$ cat src/rtl/gate_truth_sequencer.sv
// gate_truth_sequencer: walks every input vector of a small combinational gate,
// holds each vector for SETTLE_CYCLES, samples the gate output and checks it
// against the expected truth table in TRUTH.
//
// Ports:
//   clk          rising-edge clock
//   rst          asynchronous active-high reset
//   start        begin a sweep (honoured only in IDLE or DONE)
//   dut_out      output of the gate under test
//   stim         current input vector driven to the gate (MSB = first input)
//   busy         high while settling or sampling
//   done         high once the sweep has finished
//   pass         valid with done; high when no vector mismatched
//   sample_valid one-cycle pulse when a vector result is recorded
//   sample_idx   vector index of the last recorded result
//   err_count    number of mismatching vectors (saturating)
//   fail_vec     bit i set when vector i mismatched
module gate_truth_sequencer #(
  parameter int unsigned                  N_INPUTS      = 2,
  parameter int unsigned                  SETTLE_CYCLES = 4,
  parameter logic [(2**N_INPUTS)-1:0]     TRUTH         = 4'b1011
) (
  input  logic                        clk,
  input  logic                        rst,
  input  logic                        start,
  input  logic                        dut_out,
  output logic [N_INPUTS-1:0]         stim,
  output logic                        busy,
  output logic                        done,
  output logic                        pass,
  output logic                        sample_valid,
  output logic [N_INPUTS-1:0]         sample_idx,
  output logic [7:0]                  err_count,
  output logic [(2**N_INPUTS)-1:0]    fail_vec
);

  localparam int unsigned V        = 2**N_INPUTS;
  localparam int unsigned CNT_W    = (SETTLE_CYCLES > 1) ? $clog2(SETTLE_CYCLES) : 1;
  localparam logic [N_INPUTS-1:0] LAST_VEC = N_INPUTS'(V - 1);
  localparam logic [CNT_W-1:0]    CNT_LAST = CNT_W'(SETTLE_CYCLES - 1);

  typedef enum logic [1:0] {
    IDLE   = 2'd0,
    SETTLE = 2'd1,
    SAMPLE = 2'd2,
    DONE   = 2'd3
  } state_t;

  state_t                 state_q, state_d;
  logic [CNT_W-1:0]       cnt_q, cnt_d;
  logic [N_INPUTS-1:0]    stim_d;
  logic [N_INPUTS-1:0]    sample_idx_d;
  logic [7:0]             err_count_d;
  logic [V-1:0]           fail_vec_d;
  logic                   sample_valid_d;
  logic                   busy_d;
  logic                   done_d;
  logic                   pass_d;
  logic                   mismatch_c;

  // Case inequality so an X/Z gate output is treated as a mismatch.
  assign mismatch_c = (dut_out !== TRUTH[stim]);

  // State and output registers.
  always_ff @(posedge clk or posedge rst) begin
    if (rst) begin
      state_q      <= IDLE;
      cnt_q        <= '0;
      stim         <= '0;
      sample_idx   <= '0;
      err_count    <= '0;
      fail_vec     <= '0;
      sample_valid <= 1'b0;
      busy         <= 1'b0;
      done         <= 1'b0;
      pass         <= 1'b0;
    end else begin
      state_q      <= state_d;
      cnt_q        <= cnt_d;
      stim         <= stim_d;
      sample_idx   <= sample_idx_d;
      err_count    <= err_count_d;
      fail_vec     <= fail_vec_d;
      sample_valid <= sample_valid_d;
      busy         <= busy_d;
      done         <= done_d;
      pass         <= pass_d;
    end
  end

  // Next-state and next-output logic.
  always_comb begin
    state_d        = state_q;
    cnt_d          = cnt_q;
    stim_d         = stim;
    sample_idx_d   = sample_idx;
    err_count_d    = err_count;
    fail_vec_d     = fail_vec;
    sample_valid_d = 1'b0;

    case (state_q)
      IDLE, DONE: begin
        if (start) begin
          state_d     = SETTLE;
          stim_d      = '0;
          cnt_d       = '0;
          err_count_d = '0;
          fail_vec_d  = '0;
        end
      end
      SETTLE: begin
        if (cnt_q == CNT_LAST) begin
          state_d = SAMPLE;
        end else begin
          cnt_d = cnt_q + CNT_W'(1);
        end
      end
      SAMPLE: begin
        sample_valid_d = 1'b1;
        sample_idx_d   = stim;
        if (mismatch_c) begin
          fail_vec_d[stim] = 1'b1;
          if (err_count != 8'hFF) begin
            err_count_d = err_count + 8'd1;
          end
        end
        if (stim == LAST_VEC) begin
          state_d = DONE;
        end else begin
          stim_d  = stim + N_INPUTS'(1);
          cnt_d   = '0;
          state_d = SETTLE;
        end
      end
      default: state_d = IDLE;
    endcase

    // Status flags follow the state being entered so they stay registered.
    busy_d = (state_d == SETTLE) || (state_d == SAMPLE);
    done_d = (state_d == DONE);
    pass_d = (state_d == DONE) && (err_count_d == 8'd0);
  end

endmodule

$ cat config.mk
export PLATFORM = sky130hd
export DESIGN_NAME = gate_truth_sequencer
export DESIGN_NICKNAME = d
export VERILOG_FILES = /design/src/rtl/gate_truth_sequencer.sv
export SDC_FILE = /design/constraint.sdc
export NUM_CORES = 1
export LEC_CHECK = 0
export ABC_AREA = 1
export BUFFER_PORTS_ARGS = -buffer_cell sky130_fd_sc_hd__buf_2
export CORE_UTILIZATION = 40
export CTS_CLUSTER_DIAMETER = 60
export DETAILED_ROUTE_END_ITERATION = 10
export HOLD_SLACK_MARGIN = 0.02
export PLACE_DENSITY_LB_ADDON = 0.25
export SYNTH_ARGS = -nofsm -noshare
export SYNTH_HDL_FRONTEND = slang
export SYNTH_SLANG_ARGS = --single-unit
$ cat constraint.sdc
create_clock -name clk -period 3.15 [get_ports clk]
set_input_delay 0.63 -clock clk [delete_from_list [all_inputs] [get_ports clk]]
set_output_delay 0.63 -clock clk [all_outputs]
set_load 0.02 [all_outputs]
==> run metrics <==
final WL=about 2.7 mm; crit path time final=roughly 2.1 ns; WL/cell=about 11 um; PnR Total Power=1.03 mW; Final nets=approximately 220; number of synthesized flops with an enable pin=0; die height=61.7 um; 1st-iter DRT viols=39; ys flop type=dfrtp_1; multiplexer share of the synthesized area=0; storage element area=601 um^2; Clock Tree Buf Depth=2; Diodes inserted=0; reg2reg setup slack=between 1 and 1.5 ns; post-synthesis register bit count=24; CP Data Arrival Time=2.33 ns; max frequency=0.485 GHz; Critical R2R Launch=state_q[0]; Ys Warns=0; vias=1161; Post-Synthesis Cells=~180; largest family of logic cells by synthesized area=simple AND/OR/NAND/NOR gates; Clock Tree Root=clkbuf_4; IO buf count=23; Post-CTS Resized=0; xor/xnor share of the synthesized area=0; max-cap viol count=0; Placement Rows=21; slew margin rel.=0.428; clk_skew=about 0.0018 ns; worst-path maximum fanout=7; htree depth=1; global-route wire length before repair=between 4 and 5 mm; CP Capture Type=flop; Netlist cell types=25; Clock Latency Late Sink=roughly 0.32 ns; worst slew pin tran=~0.86 ns; synthesized area=1430 um^2; DIE WIDTH=61.7 um; initial antenna violation count=0; Sink Count=24; Post-Synth Simple-Gate Area=0.317; drt pass-1 iters=4; Reg2Reg Depth=12; post-synthesis async set-or-reset flop share=1.00; Antenna Nets Post-Route=0; share of cells above drive strength 1=0.231; final setup fails=0; Clk pin slew, worst setup/hold paths=0.13 ns; # placed instances=250; setup TNS=0 ns; setup bufs post-CTS=0; CTS tree=built; Worst VDD drop=between 0.3 and 0.4 mV; post-route insts no fill=254; fin crit share=0.655; RSZ-0062 raised after global routing=false; area delta synth->final=13.3%; area of the multi-input gates=682 um^2; PD cells=636 nW/um^2; # hold bufs at CTS=0; Die Area=3810 um^2; Slew Limit Fails=0; path type of the worst min-delay path=in -> async; WP data required=between 3 and 4 ns; Crit Reg-Reg Endpoint=pass; core area=around 3400 um^2; WS Path Type=reg -> reg; Total Routing Usage GR=0.165; status=finished, final reports clean; GRT overflow=0; Leak=0.894 nW; Synth Area in Adders=0.0878; drt drc=0; GPL Wtd Cong=0.835; Mean Syn Cell Area=7.79 um^2; sequential fraction of the synthesis area=0.421; Fill cells=362; Detailed Place HPWL=roughly 2.1 mm; Initial Util=0.424; vias in the first global route=1020; largest net degree at the start of global routing=25; Vias/cell=roughly 4.6; syn_nets=197; complex-gate fraction of the synthesized area=0.0737; TritonCTS Buffers=3; Fin. Hold Viols=0; Ports=24; Worst setup SP type=flop
cell families (layout without fill, tap and decap cells):
family | Yosys count | count (layout)
adders and majority gates | 10 | 10
buffers and inverters | 35 | 60
AOI/OAI and AO/OA | 18 | 18
DFF | 24 | 24
and+or+nand+nor | 96 | 96
where the power goes:
| part | internal (mW) | total [mW] | switching (mW) |
|---|---|---|---|
| Combinational | 0.150 | 0.456 | 0.306 |
| Sequential | 0.373 | 0.409 | 0.0359 |
| Clock | 0.0707 | 0.164 | 0.0930 |
| Total | 0.594 | 1.03 | 0.434 |
worst max-delay path, stage by stage, from the launching register on:
cell     delay, ns
dfrtp_1       0.39
inv_1         0.07
ha_1          0.31
inv_1         0.07
nor2_2        0.15
inv_1         0.10
nand2_1       0.19
a32o_1        0.23
ha_1          0.17
nand3_1       0.09
nor2_2        0.08
nand2_1       0.06
nor2_2        0.10
synthesized netlist by cell type, types with 2 or more instances:
| library cell | number | area [um^2] |
|---|---|---|
| nand2_1 | 52 | 195 |
| inv_1 | 30 | 113 |
| dfrtp_1 | 24 | 601 |
| nand3_1 | 13 | 65.1 |
| ha_1 | 10 | 125 |
| nor2_1 | 10 | 37.5 |
| nor2_2 | 7 | 43.8 |
| o21ai_0 | 7 | 35.0 |
| nand2_2 | 5 | 31.3 |
| a21oi_1 | 4 | 20.0 |
| inv_2 | 3 | 11.3 |
| nand2_4 | 2 | 22.5 |
| nand3_2 | 2 | 20.0 |
| nand4_1 | 2 | 12.5 |
| o21ai_1 | 2 | 10.0 |
registers in the layout, indices dropped and copies added, names as in the netlist:
register	flops
sample_valid	1
sample_idx	2
stim	2
pass	1
state_q	2
busy	1
cnt_q	2
err_count	8
done	1
fail_vec	4
area by class of cell:
cell class                 count  area share
multi-input combinational    124       0.422
sequential                    24       0.372
inverter                      33      0.0767
timing repair buffer          23      0.0713
tap                           46      0.0356
clock buffer                   4      0.0225
worst max-delay path by stage:
stage | depth (start not counted) | start | endpoint
after floorplan | 12 | state_q[0] | pass
after global placement | 12 | state_q[0] | pass
after detailed placement | 12 | state_q[0] | pass
after CTS | 12 | state_q[0] | pass
after global routing | 12 | state_q[0] | pass
final | 12 | state_q[0] | pass
placed cells by master, fill, tap and decap left out, types with 4 or more instances in the layout:
| cell type | n |
|---|---|
| nand3_1 | 13 |
| inv_1 | 30 |
| a21oi_1 | 4 |
| ha_1 | 10 |
| nor2_2 | 7 |
| nand2_2 | 5 |
| buf_2 | 23 |
| nand2_1 | 52 |
| o21ai_0 | 7 |
| nor2_1 | 10 |
| dfrtp_1 | 24 |
metal layers:
metal,vias to the layer above,track usage,share of wire
met5,-,0,0
met1,519,0.243,0.54
li1,618,-,-
met2,19,0.244,0.43
met3,5,0.0186,0.020
met4,0,0.0762,0.018
stage by stage:
stage                     setup WS, ns  instance area, um^2  hold slack, ns  utilization
after floorplan                   1.36                 1430           0.475            -
after global placement            1.23                 1580           0.469        0.469
after detailed placement          1.12                 1580           0.479        0.469
after CTS                         1.08                 1620           0.509        0.480
after global routing             0.858                 1620           0.545        0.480
final                             1.09                 1620           0.464        0.480
(Power assumes the default switching activity.)
